===== src/rtl/orbit_framer_if.sv =====
`default_nettype none
// +--------------------------------------------------------------------+
// | Module  : orbit_framer_if                                          |
// | Purpose : buffer-read and serial/parallel output bundle of the     |
// |           orbit framer                                             |
// | Rev     : 1.0  initial release                                     |
// +--------------------------------------------------------------------+
interface orbit_framer_if #(
    parameter int WORD_W = 12,
    parameter int ADDR_W = 11,
    parameter int FRM_W  = 7
);
    logic              iEn;
    logic [WORD_W-1:0] iWord;
    logic [ADDR_W-1:0] oAddr;
    logic              oRdEn;
    logic              oSwitch;
    logic              oOrbit;
    logic [WORD_W-1:0] oParallel;
    logic              oVal;
    logic [FRM_W-1:0]  oFrm;
    logic              oBusy;

    // Framer side
    modport master (
        input  iEn, iWord,
        output oAddr, oRdEn, oSwitch, oOrbit, oParallel, oVal, oFrm, oBusy
    );

    // Buffer / sink side
    modport slave (
        output iEn, iWord,
        input  oAddr, oRdEn, oSwitch, oOrbit, oParallel, oVal, oFrm, oBusy
    );
endinterface
`default_nettype wire


===== src/rtl/orbit_framer.sv =====
`default_nettype none
// +--------------------------------------------------------------------+
// | Module  : orbit_framer                                             |
// | Purpose : serialises double-buffered telemetry words, MSB first,   |
// |           with phrase and frame-sync markers on the word MSB       |
// | Rev     : 1.0  initial release                                     |
// +--------------------------------------------------------------------+
module orbit_framer #(
    parameter int          WORD_W    = 12,
    parameter int          ADDR_W    = 11,
    parameter int          BIT_DIV   = 4,
    parameter logic [31:0] PHR_MARK  = 32'h4504_0154,
    parameter int          SYNC_WORD = 240,
    parameter int          FRM_N     = 128,
    parameter int          FRM_W     = (FRM_N > 1) ? $clog2(FRM_N) : 1
) (
    input  wire logic      iClkOrb,
    input  wire logic      reset,
    orbit_framer_if.master bus
);

    localparam int PH_W  = (BIT_DIV > 1) ? $clog2(BIT_DIV) : 1;
    localparam int BIT_W = $clog2(WORD_W);

    localparam logic [PH_W-1:0]   c_phLast    = PH_W'(BIT_DIV - 1);
    localparam logic [PH_W-1:0]   c_primeLast = PH_W'(1);
    localparam logic [BIT_W-1:0]  c_bitLast   = BIT_W'(WORD_W - 1);
    localparam logic [BIT_W-1:0]  c_bitPen    = BIT_W'(WORD_W - 2);
    localparam logic [ADDR_W-1:0] c_idxLast   = '1;
    localparam logic [FRM_W-1:0]  c_frmLast   = FRM_W'(FRM_N - 1);

    typedef enum logic [1:0] {
        S_IDLE  = 2'd0,
        S_PRIME = 2'd1,
        S_SEND  = 2'd2
    } state_t;

    state_t              r_state;
    state_t              w_nextState;
    logic [PH_W-1:0]     r_phase;
    logic [BIT_W-1:0]    r_bit;
    logic [ADDR_W-1:0]   r_wordIdx;
    logic [ADDR_W-1:0]   r_addr;
    logic [FRM_W-1:0]    r_frm;
    logic                r_rdEn;
    logic                r_rdPend;
    logic [WORD_W-1:0]   r_latch;
    logic [WORD_W-2:0]   r_shift;
    logic [WORD_W-1:0]   r_par;
    logic                r_val;
    logic                r_orbit;
    logic                r_switch;

    logic                w_startPrime;
    logic                w_load;
    logic                w_endWord;
    logic                w_issueRd;
    logic                w_wrap;
    logic                w_mark;
    logic [4:0]          w_phrPos;
    logic [ADDR_W-1:0]   w_nextIdx;
    logic [FRM_W-1:0]    w_nextFrm;
    logic [WORD_W-1:0]   w_word;
    logic [WORD_W-1:0]   w_loadVal;

    always_ff @(posedge iClkOrb) begin
        if (reset) begin
            r_state <= S_IDLE;
        end else begin
            r_state <= w_nextState;
        end
    end

    always_comb begin
        w_nextState  = r_state;
        w_startPrime = 1'b0;
        w_load       = 1'b0;
        w_endWord    = 1'b0;
        w_issueRd    = 1'b0;
        case (r_state)
            S_IDLE: begin
                if (bus.iEn) begin
                    w_nextState  = S_PRIME;
                    w_startPrime = 1'b1;
                end
            end
            S_PRIME: begin
                if (r_phase == c_primeLast) begin
                    w_nextState = S_SEND;
                    w_load      = 1'b1;
                end
            end
            S_SEND: begin
                if (r_phase == c_phLast && r_bit == c_bitLast) begin
                    // enable only matters here; the word in flight always finishes
                    w_endWord = 1'b1;
                    if (bus.iEn) begin
                        w_load = 1'b1;
                    end else begin
                        w_nextState = S_IDLE;
                    end
                end
                if (r_phase == c_phLast && r_bit == c_bitPen) begin
                    w_issueRd = 1'b1;
                end
            end
            default: w_nextState = S_IDLE;
        endcase
    end

    always_comb begin
        w_nextIdx = r_wordIdx;
        w_nextFrm = r_frm;
        w_wrap    = 1'b0;
        if (w_endWord) begin
            w_nextIdx = r_wordIdx + 1'b1;
            if (r_wordIdx == c_idxLast) begin
                w_wrap    = 1'b1;
                w_nextFrm = (r_frm == c_frmLast) ? '0 : r_frm + 1'b1;
            end
        end
        // markers belong to the word about to be loaded, i.e. the post-increment index
        w_phrPos  = 5'(w_nextIdx);
        w_mark    = PHR_MARK[w_phrPos] ||
                    ((w_nextFrm == '0) && (32'(w_nextIdx) == 32'(SYNC_WORD)));
        w_word    = r_rdPend ? bus.iWord : r_latch;
        w_loadVal = w_word;
        w_loadVal[WORD_W-1] = w_word[WORD_W-1] | w_mark;
    end

    always_ff @(posedge iClkOrb) begin
        if (reset) begin
            r_phase   <= '0;
            r_bit     <= '0;
            r_wordIdx <= '0;
            r_addr    <= '0;
            r_frm     <= '0;
            r_rdEn    <= 1'b0;
            r_rdPend  <= 1'b0;
            r_latch   <= '0;
            r_shift   <= '0;
            r_par     <= '0;
            r_val     <= 1'b0;
            r_orbit   <= 1'b0;
            r_switch  <= 1'b0;
        end else begin
            r_rdEn    <= w_startPrime | w_issueRd;
            r_rdPend  <= r_rdEn;
            r_val     <= w_load;
            r_wordIdx <= w_nextIdx;
            r_frm     <= w_nextFrm;
            if (w_startPrime) begin
                r_addr <= r_wordIdx;
            end else if (w_issueRd) begin
                r_addr <= r_wordIdx + 1'b1;
            end
            if (r_rdPend) begin
                r_latch <= bus.iWord;
            end
            if (w_wrap) begin
                r_switch <= ~r_switch;
            end

            if (w_load || w_startPrime || w_nextState == S_IDLE) begin
                r_phase <= '0;
                r_bit   <= '0;
            end else if (r_state == S_SEND && r_phase == c_phLast) begin
                r_phase <= '0;
                r_bit   <= r_bit + 1'b1;
            end else begin
                r_phase <= r_phase + 1'b1;
            end

            if (w_load) begin
                r_par   <= w_loadVal;
                r_shift <= w_loadVal[WORD_W-2:0];
                r_orbit <= w_loadVal[WORD_W-1];
            end else if (w_nextState == S_IDLE) begin
                r_orbit <= 1'b0;
            end else if (r_state == S_SEND && r_phase == c_phLast) begin
                r_orbit <= r_shift[WORD_W-2];
                r_shift <= {r_shift[WORD_W-3:0], 1'b0};
            end
        end
    end

    assign bus.oAddr     = r_addr;
    assign bus.oRdEn     = r_rdEn;
    assign bus.oSwitch   = r_switch;
    assign bus.oOrbit    = r_orbit;
    assign bus.oParallel = r_par;
    assign bus.oVal      = r_val;
    assign bus.oFrm      = r_frm;
    assign bus.oBusy     = (r_state != S_IDLE);

endmodule
`default_nettype wire

===== src/flat_wrapper.sv =====
// flat-port wrapper written by rule: the top's interface ports become plain ports
module orbit_framer_flat 
#(
    parameter int          WORD_W    = 12,
    parameter int          ADDR_W    = 11,
    parameter int          BIT_DIV   = 4,
    parameter logic [31:0] PHR_MARK  = 32'h4504_0154,
    parameter int          SYNC_WORD = 240,
    parameter int          FRM_N     = 128,
    parameter int          FRM_W     = (FRM_N > 1) ? $clog2(FRM_N) : 1
)
  (iClkOrb, reset, bus_iEn, bus_iWord, bus_oAddr, bus_oRdEn, bus_oSwitch, bus_oOrbit, bus_oParallel, bus_oVal, bus_oFrm, bus_oBusy);
  orbit_framer_if #(.WORD_W(WORD_W), .ADDR_W(ADDR_W), .FRM_W(FRM_W)) bus_i ();
  input  wire logic iClkOrb;
  input  wire logic reset;
  input wire logic [$bits(bus_i.iEn)-1:0] bus_iEn;
  input wire logic [$bits(bus_i.iWord)-1:0] bus_iWord;
  output wire logic [$bits(bus_i.oAddr)-1:0] bus_oAddr;
  output wire logic [$bits(bus_i.oRdEn)-1:0] bus_oRdEn;
  output wire logic [$bits(bus_i.oSwitch)-1:0] bus_oSwitch;
  output wire logic [$bits(bus_i.oOrbit)-1:0] bus_oOrbit;
  output wire logic [$bits(bus_i.oParallel)-1:0] bus_oParallel;
  output wire logic [$bits(bus_i.oVal)-1:0] bus_oVal;
  output wire logic [$bits(bus_i.oFrm)-1:0] bus_oFrm;
  output wire logic [$bits(bus_i.oBusy)-1:0] bus_oBusy;
  assign bus_i.iEn = bus_iEn;
  assign bus_i.iWord = bus_iWord;
  assign bus_oAddr = bus_i.oAddr;
  assign bus_oRdEn = bus_i.oRdEn;
  assign bus_oSwitch = bus_i.oSwitch;
  assign bus_oOrbit = bus_i.oOrbit;
  assign bus_oParallel = bus_i.oParallel;
  assign bus_oVal = bus_i.oVal;
  assign bus_oFrm = bus_i.oFrm;
  assign bus_oBusy = bus_i.oBusy;
  orbit_framer #(.WORD_W(WORD_W), .ADDR_W(ADDR_W), .BIT_DIV(BIT_DIV), .PHR_MARK(PHR_MARK), .SYNC_WORD(SYNC_WORD), .FRM_N(FRM_N), .FRM_W(FRM_W)) u_core (.iClkOrb(iClkOrb), .reset(reset), .bus(bus_i));
endmodule

===== config.mk =====
export PLATFORM = sky130hd
export DESIGN_NAME = orbit_framer_flat
export DESIGN_NICKNAME = d
export VERILOG_FILES = /design/src/rtl/orbit_framer_if.sv /design/src/rtl/orbit_framer.sv /design/src/flat_wrapper.sv
export SDC_FILE = /design/constraint.sdc
export NUM_CORES = 1
export LEC_CHECK = 0
export ABC_AREA = 1
export CORE_ASPECT_RATIO = 0.9
export CORE_MARGIN = 2
export CORE_UTILIZATION = 57
export CTS_BUF_LIST = sky130_fd_sc_hd__clkbuf_4
export CTS_CLUSTER_DIAMETER = 120
export DETAILED_ROUTE_END_ITERATION = 8
export MAX_ROUTING_LAYER = met4
export PLACE_DENSITY = 0.8
export SETUP_SLACK_MARGIN = 0.05
export SYNTH_ARGS = -nofsm -noshare
export SYNTH_HDL_FRONTEND = slang
export SYNTH_SLANG_ARGS = --single-unit

===== constraint.sdc =====
create_clock -name iClkOrb -period 2.5 [get_ports iClkOrb]
set_input_delay 0.375 -clock iClkOrb [delete_from_list [all_inputs] [get_ports iClkOrb]]
set_output_delay 0.375 -clock iClkOrb [all_outputs]
set_load 0.05 [all_outputs]

## Yosys cells after proc, flatten, opt, wreduce, memory -nomap -nowiden

Memories as Yosys holds them, arrays and structs flattened.
Cells that the tools add are included.

- Word-level logic and storage cells: 80
- Bits of input ports: 15
- Output and inout port bits: 35
- ROM bits: 32
- Register bits after elaboration: 77
- Memories: 1

Memories:

| name | words | width | read ports | clocked after memory_dff | wr ports | line | RTL |
|---|---|---|---|---|---|---|---|
| (name not given) | 32 | 1 | 1 | 0 | 0 | orbit_framer.sv:124 | `w_mark = PHR_MARK[w_phrPos] \|\|` |

- Reduce and logical (&&, ||, !) cells: 17
- Eq/ne operators: 10
- $add $sub $neg: 4
- Magnitude comparators: 1
- Bitwise operators: 3
- Muxes and demuxes: 30

Operator list:

| kind | number |
|---|---|
| 11-bit 2-to-1 mux | 6 |
| 7-bit 2-to-1 mux | 3 |
| 1-bit 2-to-1 mux | 14 |
| 12-bit 2-to-1 mux | 1 |
| 11-bit by 1-bit adder with 11-bit output (second input constant) | 1 |
| 11-bit equality test (second input constant) | 1 |
| 11-bit by 8-bit equality test with 1-bit output (second input constant) | 1 |
| 4-bit equality test (second input constant) | 2 |
| 2-bit 2-to-1 mux | 4 |
| 7-bit by 1-bit adder with 7-bit output (second input constant) | 1 |
| 7-bit equality test (second input constant) | 1 |
| 7-bit zero test | 1 |
| 5-bit by 6-bit < comparator with 1-bit output (second input constant) | 1 |
| 2-bit one-hot mux with 3 select lines | 1 |
| 2-bit nonzero test | 3 |
| 4-bit by 1-bit adder with 4-bit output (second input constant) | 1 |
| 2-bit by 1-bit equality test with 1-bit output (second input constant) | 2 |
| 2-bit equality test (second input constant) | 2 |
| 1-bit logical AND | 4 |
| 2-bit zero test | 2 |
| 1-bit logical OR | 3 |
| 3-bit nonzero test | 1 |
| 3-bit OR reduction | 1 |
| 2-bit by 1-bit adder with 2-bit output (second input constant) | 1 |
| other kinds (6) | 7 |

## Logic depth before layout (Yosys ltp)

Gate-level depths: netlist of run 1.

- Depth after elaboration: 10
- Depth in mapped cells: 16
- Gate-level depth less buffers: 15

## Least setup slack after synthesis of run 1

OpenSTA, ideal clock, no wires.

- Path type: flip-flop to flip-flop
- Start: reg u_core.r_frm[1], in the netlist u_core.bus.oFrm[1]
- End: reg u_core.r_par[11], in the netlist u_core.bus.oParallel[11]
- Clock period less this slack: 1974 ps
- Slack: 526 ps
- Arrival: 1907 ps
- Cell stages (with the launch flop): 16
- Library setup time: 67 ps
- Path through: dfxtp_1 > ha_1 > nand3_1 > inv_1 > nand2_1 > nand2_1 > nand2_1 > nand2_1 > nand2_1 > nand2_1 > nand3_1 > nor2_1 > nand3_1 > nand2_1 > nand2_2 > a21oi_2

- Cells in the longest elaborated chain, start to end: 8
- Elaborated cells between the ends (all ways): 9
- Those cells by class: 1 x add/sub; 1 x eq/ne; 3 x mux; 1 x bitwise; 3 x reduce/logical

Ends and longest elaborated chain:

| item | line | RTL |
|---|---|---|
| start, declared | orbit_framer.sv:44 | `logic [FRM_W-1:0] r_frm;` |
| start signal, assigned | orbit_framer.sv:151 | `r_frm <= w_nextFrm;` |
| 7-bit by 1-bit adder with 7-bit output / 7-bit equality test (equally long branches) | orbit_framer.sv:119 | `w_nextFrm = (r_frm == c_frmLast) ? '0 : r_frm + 1'b1;` |
| 7-bit 2-to-1 mux | orbit_framer.sv:119 |  |
| 7-bit 2-to-1 mux | orbit_framer.sv:117 | `if (r_wordIdx == c_idxLast) begin` |
| 7-bit 2-to-1 mux (*) | orbit_framer.sv:115 | `if (w_endWord) begin` |
| 7-bit zero test (*) | orbit_framer.sv:125 | `((w_nextFrm == '0) && (32'(w_nextIdx) == 32'(SYNC_WORD)));` |
| 1-bit logical AND (*) | orbit_framer.sv:125 |  |
| 1-bit logical OR (*) | orbit_framer.sv:124 |  |
| 1-bit bitwise OR (*) | orbit_framer.sv:128 | `w_loadVal[WORD_W-1] = w_word[WORD_W-1] \| w_mark;` |
| end signal, assigned | orbit_framer.sv:175 | `r_par <= w_loadVal;` |
| end, declared | orbit_framer.sv:49 | `logic [WORD_W-1:0] r_par;` |

Every way passes the cells marked *; elsewhere a longest branch is shown, timed or not.
A chain may end at the register's enable or synchronous reset.

## Worst setup path after layout of run 1

- Start: reg u_core.r_state[0]
- End: reg u_core.r_shift[4]

- Cells in the longest elaborated chain, start to end: 6
- Elaborated cells between the ends (all ways): 15
- Those cells by class: 3 x eq/ne; 7 x mux; 5 x reduce/logical

Ends and longest elaborated chain:

| item | line | RTL |
|---|---|---|
| start, declared | orbit_framer.sv:38 | `state_t r_state;` |
| start signal, assigned | orbit_framer.sv:70 | `r_state <= w_nextState;` |
| 2-bit 2-to-1 mux | orbit_framer.sv:97 | `if (bus.iEn) begin` |
| 2-bit 2-to-1 mux | orbit_framer.sv:94 | `if (r_phase == c_phLast && r_bit == c_bitLast) begin` |
| 2-bit one-hot mux with 3 select lines | orbit_framer.sv:80 | `case (r_state)` |
| 2-bit zero test | orbit_framer.sv:178 | `end else if (w_nextState == S_IDLE) begin` |
| 2-bit by 1-bit inequality test with 1-bit output (no source line) | - |  |
| 2-bit AND reduction (no source line) | - |  |
| end signal, assigned | orbit_framer.sv:176 | `r_shift <= w_loadVal[WORD_W-2:0];` |
| end signal, assigned | orbit_framer.sv:182 | `r_shift <= {r_shift[WORD_W-3:0], 1'b0};` |
| end, declared | orbit_framer.sv:48 | `logic [WORD_W-2:0] r_shift;` |

Several ways; a longest one is shown, not always the timed one.

==> metrics.md, run 1 <==
| Metric | Value |
|---|---|
| Slowest-stage cell, CP | dfxtp_1 |
| Largest family of logic cells by synthesized area | simple AND/OR/NAND/NOR gates |
| Final Hold Vio Count | 0 |
| HP Class | input port to flop |
| # diodes | 0 |
| Detailed Routing Iterations Pass 1 | 6 |
| Rows | 27 |
| First-pass GRT wire length | 13,200 um |
| CTS tree | built |
| Post-Syn Instances | 525 |
| I/O pin cnt | 50 |
| Hold path depth | 4 |
| Post-synth top area cell | dfxtp_1 |
| Dpl hpwl | 5980 um |
| Antenna violations before repair | 0 |
| Required @ worst endpoint | 2.82 ns |
| Endpoint, Worst Hold | u_core.r_shift[1] |
| Post-synthesis mux area share | roughly 3% |
| Peak supply drop | 391 uV |
| Synth warn | 0 |
| Gp weighted congestion | 0.962 |
| Worst Hold Launch | reset |
| Clock transition at path regs | 0.12 ns |
| PD cells | 477 mW/mm2 |
| Worst EP arrival | 2.52 ns |
| Reg area | 0.00154 mm2 |
| Leakage power | 1.89 nW |
| CTS Sinks | 77 |
| Total CTS buffers | 9 |
| Filler cell count | between 500 and 600 |
| Most common cell in the synthesized netlist | nand2_1 |
| Grt total ovfl | 0 |
| Placed cells | 647 |
| CP endpoint kind | flop |
| Syn Area/Cell | 7.09 um2 |
| Clock root cell | clkbuf_4 |
| Fmax | 455 MHz |
| Final period utilization | around 90% |
| P&R area growth vs syn | 17.8% |
| Setup Crit Path Kind | flop to flop |
| Area of the core | 0.00622 mm2 |
| Outcome | finished clean |
| Post-Route WL | 8150 um |
| Adder-Cell Fraction of Synth Area | around 3.4% |
| Startpoint class of the critical path | flop |
| CTS H-tree lvls | 3 |
| Largest net degree at the start of global routing | 60 |
| Multi-input logic area | 0.00190 mm2 |
| DRT iter0 DRCs | roughly 270 |
| DR WL/cell | around 12 um |
| Die width | 89.2 um |
| Xor-xnor portion of the synthesized cell area | 0.941% |
| RSZ-0062 raised after global routing | no |
| Vias in the first global route | 2,939 |
| Simple-gate portion of the synthesized area | 34.0% |
| Antenna viol nets, final | 0 |
| Setup bufs post-CTS | 0 |
| Initial Util | 59.9% |
| Synthesized cell area | roughly 0.0037 mm2 |
| Longest Clk Path Bufs | 2 |
| Most used cell, CP | nand2_1 |
| Synth top area share | 41.4% |
| Worst path cell trace | inv_1 -> ha_1 -> nand3_2 -> nor2_4 -> inv_2 -> o22ai_1 -> nand2_1 -> buf_6 -> nand2_1 -> buf_4 -> o21ai_0 -> nor2_1 |
| Ys flop type | dfxtp_1 |
| Slew Viols, Final | 0 |
| Fin Clk Skew | 0.0116 ns |
| Seq/Total Area, Yosys | 41.4% |
| Tot GR Track Use | 24.3% |
| Die Ht | between 80 and 90 um |
| Clock latency on the worst-skew pair | 0.42 ns |
| Critical Path Max Stage Delay | 0.41 ns |
| Max Cap Viol | 0 |
| Ys async rst share | 0% |
| # port buffers | 49 |
| Routed vias/inst | between 5 and 6 |
| Final setup violation count | 0 |
| Final Non-Filler Cells | approximately 660 |
| Number of remaining DRC errors | 0 |
| Min cycle time layout | 2.20 ns |
| Crit path max fanout | 37 |
| Layout Nets | 596 |
| R2R depth | 12 |
| Critical R2R Capture | u_core.r_shift[4] |
| Synth top cells by count | nand2_1, dfxtp_1, nor2_1 |
| Number of synthesized register bits | 77 |
| Synth Area in Compound Gates | 9.72% |
| Top cells by area, synth | dfxtp_1, nand2_1, nor2_1 |
| Syn_nets | 550 |
| Post-synth cell types | 38 |
| Post-synth EDFFs | 0 |
| Slew @ Worst Pin | 0.694 ns |
| FF-to-FF Start | u_core.r_state[0] |
| Full die area | 0.00719 mm2 |
| Slew Limit Headroom | 53.6% |
| Setup_tns | 0 ns |
| Ratio of cells with drive above 1 in the final layout | 8.35% |
| R2r setup slk | between 0.3 and 0.4 ns |
| Detailed-route via count | 3,387 |
[through the flow]
stage	setup slack [ns]	power, mW	instance area (um2)	hold slack (ns)	util [%]
floorplan	0.526	1.42	3720	0.421	-
global placement	0.295	1.49	4270	0.432	68.7
detailed placement	0.226	1.50	4270	0.445	68.7
CTS	0.0895	2.11	4370	0.407	70.4
global route	0.0756	2.17	4380	0.469	70.5
finish	0.303	2.09	4380	0.414	70.5
[cell usage in the layout (no fill, tap or decap), drive strengths merged, types with 2 or more instances in the layout]
master and instances:
or2 13, o21bai 3, a21oi 23, dfxtp 77
clkbuf 10, inv 46, nand4 6, nor2 82
buf 8, clkinv 5, xor2 2, nand3 30
nand2 158, mux2i 11, ha 10, clkdlybuf4s50 47
o21ai 20, a31oi 9, xnor2 2, o211ai 5
clkinvlp 3
[layer usage]
metal	vias up	GRT usage (%)	wire length, um
met1	1534	32.7	3960
met3	7	6.06	394
met2	82	36.7	3740
met4	0	5.97	57
li1	1764	-	-
met5	-	-	0
[cell families (layout without fill, tap and decap cells)]
logic type,Yosys count,in the layout
muxes,11,11
DFF,77,77
AOI/OAI and AO/OA,63,63
and+or+nand+nor,290,290
xor gates and xnor gates,4,4
buffers and inverters,70,120
adders and majority gates,10,10
[worst max path at each step]
stage                                  start                       end  slack [ns]  depth (start not counted)
after floorplan           u_core.bus.oFrm[1]  u_core.bus.oParallel[11]        0.53                         15
after global placement               bus_iEn         u_core.r_shift[0]        0.30                         14
after detailed placement             bus_iEn         u_core.r_shift[0]        0.23                         14
after CTS                  u_core.r_state[0]                 bus_oBusy        0.09                          4
after global routing       u_core.r_state[0]         u_core.r_shift[7]        0.08                         12
final                      u_core.r_state[0]         u_core.r_shift[4]        0.30                         12
[what timing repair did]
item                       CTS  global route
setup endpoints to repair    0            10
hold buffers                 0             0
gates resized for setup      0             3
[flip-flops by register name (all words and copies together) (netlist names)]
name / count
u_core.r_wordIdx: 11
u_core.bus.oVal: 1
u_core.bus.oParallel: 12
u_core.bus.oSwitch: 1
u_core.r_rdPend: 1
u_core.bus.oAddr: 11
u_core.r_phase: 2
u_core.r_bit: 4
u_core.bus.oFrm: 7
u_core.r_shift: 11
u_core.r_latch: 12
u_core.bus.oRdEn: 1
u_core.r_state: 2
u_core.bus.oOrbit: 1
[report_power, final]
group	total, mW	internal (mW)	switching, mW
clock	0.621	0.204	0.417
combinational	0.207	0.0768	0.131
sequential	1.26	1.25	0.0160
total	2.09	1.53	0.564
[critical path: cells and delay by family, from the launching register on]
kind | cells | cell delay, ns
buffers and inverters | 4 | 0.70
AND/OR/NAND/NOR | 5 | 0.49
flip-flops | 1 | 0.41
AO/OA/AOI/OAI | 2 | 0.27
adder cells (fa/ha/maj) | 1 | 0.23
[area by class of cell]
cell class,count,share of cell area (%)
flip-flops and latches,77,35.2
clock buffers,10,1.71
well taps,87,2.48
repair buffers,56,12.4
clock inverters,5,0.657
inverters,49,4.28
multi-input cells,378,43.3
Power figures use the tool's default switching activity.
==> inputs of run 2 (changes only) <==
CTS_CLUSTER_SIZE = 8   (was unset)
MAX_ROUTING_LAYER = unset   (was met4)
==> run 2 against run 1 <==
  * Core utilization is 0.93 points higher
  * Combinational power hardly changed
  * First-iteration DRC count increased by 1.8%
  * Clock skew is 0.0030 ns higher
  * Critical path depth did not move
  * Setup slack worse by 0.0013 ns
  * Total power increased by 12%
  * Global-route usage fell by 0.20 points
  * Register-to-register slack barely moved
  * Sequential share of layout area shrank 0.46 points
  * Critical path type unchanged
  * Critical endpoint unchanged
==> metrics.md, run 2 (synthesis gave the netlist of run 1 again) <==
| Metric | Value |
|---|---|
| Peak supply drop | ~380 uV |
| Post-route cell area | 0.00444 mm2 |
| I/O pin cnt | 50 |
| Clock root cell | clkbuf_4 |
| Slew Viols, Final | 0 |
| DRT iter0 DRCs | approximately 280 |
| # port buffers | 49 |
| Fmax | 455 MHz |
| Die width | about 89 um |
| Total net switching power | around 0.60 mW |
| RSZ-0062 raised after global routing | no |
| WHS | 0.415 ns |
| Slew Limit Headroom | 52.4% |
| Sw frac | 25.8% |
| Worst Setup Slack, final | 0.301 ns |
| First-pass GRT wire length | 13,400 um |
| P&R area growth vs syn | 19.3% |
| Detailed-route via count | 3,465 |
| Final period utilization | 87.9% |
| Final Hold Vio Count | 0 |
| Area of the core | 0.00622 mm2 |
| Fin Clk Skew | 0.0146 ns |
| Number of remaining DRC errors | 0 |
| Layout Nets | 596 |
| Largest net degree at the start of global routing | 60 |
| Leakage power | 1.91 nW |
| Most frequent cells in the layout | nand2_1, nor2_1, dfxtp_1 |
| Routed vias/inst | 5.23 |
| Initial Util | 59.9% |
| Clock latency on the worst-skew pair | 0.43 ns |
| DP Worst Slack | 0.176 ns |
| Tot GR Track Use | 24.1% |
| PD cells | 527 mW/mm2 |
| Hold Buf Count CTS | 0 |
| Sequential group share of total power | 54.0% |
| Worst EP arrival | 2.51 ns |
| Detailed Routing Iterations Pass 1 | 5 |
| Ratio of cells with drive above 1 in the final layout | under 10% |
| Combinational share of power | 8.9% |
| Total CTS buffers | 9 |
| Core Util, Final | 71.4% |
| Gp weighted congestion | 0.975 |
| HP Class | input port to flop |
| Full die area | 0.00719 mm2 |
| Grt total ovfl | 0 |
| Post-Route WL | 8310 um |
| Most common cell after layout, fill and taps aside | nand2_1 |
| Slew @ Worst Pin | ~0.71 ns |
| Filler cell count | between 500 and 600 |
| Min cycle time layout | 2.20 ns |
| Dpl hpwl | a little over 6000 um |
| Internal power | around 1.7 mW |
| Required @ worst endpoint | approximately 2.8 ns |
| Max Cap Viol | 0 |
| Longest Clk Path Bufs | 2 |
| Startpoint class of the critical path | flop |
| CTS H-tree lvls | 3 |
| Clock power frac | 37.1% |
| Setup_tns | 0 ns |
| # diodes | 0 |
| CTS Sinks | 77 |
| Crit path max fanout | 37 |
| Clock transition at path regs | 0.13 ns |
| Vias in the first global route | 3,005 |
| Setup Crit Path Kind | flop to flop |
| CP endpoint kind | flop |
| CTS tree | built |
| Final setup violation count | 0 |
| Die Ht | just over 80 um |
| Rows | 27 |
| DR WL/cell | 12.5 um |
| Outcome | finished clean |
| Antenna violations before repair | 0 |
| Placed inst area | 0.00427 mm2 |
| Antenna viol nets, final | 0 |
| Setup bufs post-CTS | 0 |
-- run 2: cell types whose count changed in the layout (fill, tap and decap cells not counted) --
cell / before / now
bufinv_16: 0 / 2
inv_6: 0 / 2
clkbuf_4: 10 / 9
clkinv_1: 3 / 2
clkinv_2: 2 / 1
clkinvlp_4: 3 / 2
inv_2: 5 / 6
-- run 2: per-layer routing --
metal,track usage (%),vias up,wire (um)
li1,-,1763,-
met1,33.1,1587,3860
met2,36.9,101,3870
met3,6.58,14,484
met4,6.87,0,97
met5,0,-,0
-- run 2: per-stage QoR --
step,power (mW),instances
after CTS,2.36,663
final,2.34,663
after global placement,1.49,647
after floorplan,1.42,525
after global routing,2.43,663
after detailed placement,1.50,647
-- run 2: layout make-up --
class	instances	area, um2	area share (%)
Clock buffer	9	67.6	1.52
Multi-Input combinational cell	378	1900	42.7
Sequential cell	77	1540	34.7
Timing Repair Buffer	56	544	12.3
Tap cell	87	109	2.45
Clock inverter	7	97.6	2.20
Inverter	49	184	4.14
-- run 2: power groups by stage --
stage / sequential (mW) / clock, mW / combinational (mW)
2_1_floorplan: 1.30 / 0 / 0.119
3_3_place_gp: 1.29 / 0 / 0.203
3_5_place_dp: 1.29 / 0 / 0.205
4_1_cts: 1.26 / 0.886 / 0.207
5_1_grt: 1.27 / 0.933 / 0.226
6_report: 1.26 / 0.868 / 0.208
-- run 2: final timing paths --
check                         start           endpoint  slack, ns  cells after the start
hold reg to reg   u_core.r_phase[0]  u_core.r_phase[0]       0.47                      1
hold / removal                reset  u_core.r_shift[3]       0.41                      4
setup reg to reg  u_core.r_state[0]  u_core.r_shift[4]       0.30                     12
setup / recovery  u_core.r_state[0]  u_core.r_shift[4]       0.30                     12
-- run 2: timing repair --
action	CTS	global route
gates resized for setup	0	3
hold endpoints to repair	0	0
setup endpoints to repair	0	5
-- run 2: worst max-delay path: stages, from the launching register on --
cell and delay [ns]:
dfxtp_1 0.40, inv_1 0.09, ha_1 0.23, nand3_2 0.12
nor2_4 0.06, inv_2 0.18, o22ai_1 0.10, nand2_1 0.12
buf_6 0.25, nand2_1 0.11, buf_4 0.18, o21ai_0 0.17
nor2_1 0.08
==> inputs of run 3 (changes only) <==
CTS_CLUSTER_DIAMETER = 50   (was 120)
==> results of run 3 <==
Final layout, timing and power as in run 2 (identical DEF).
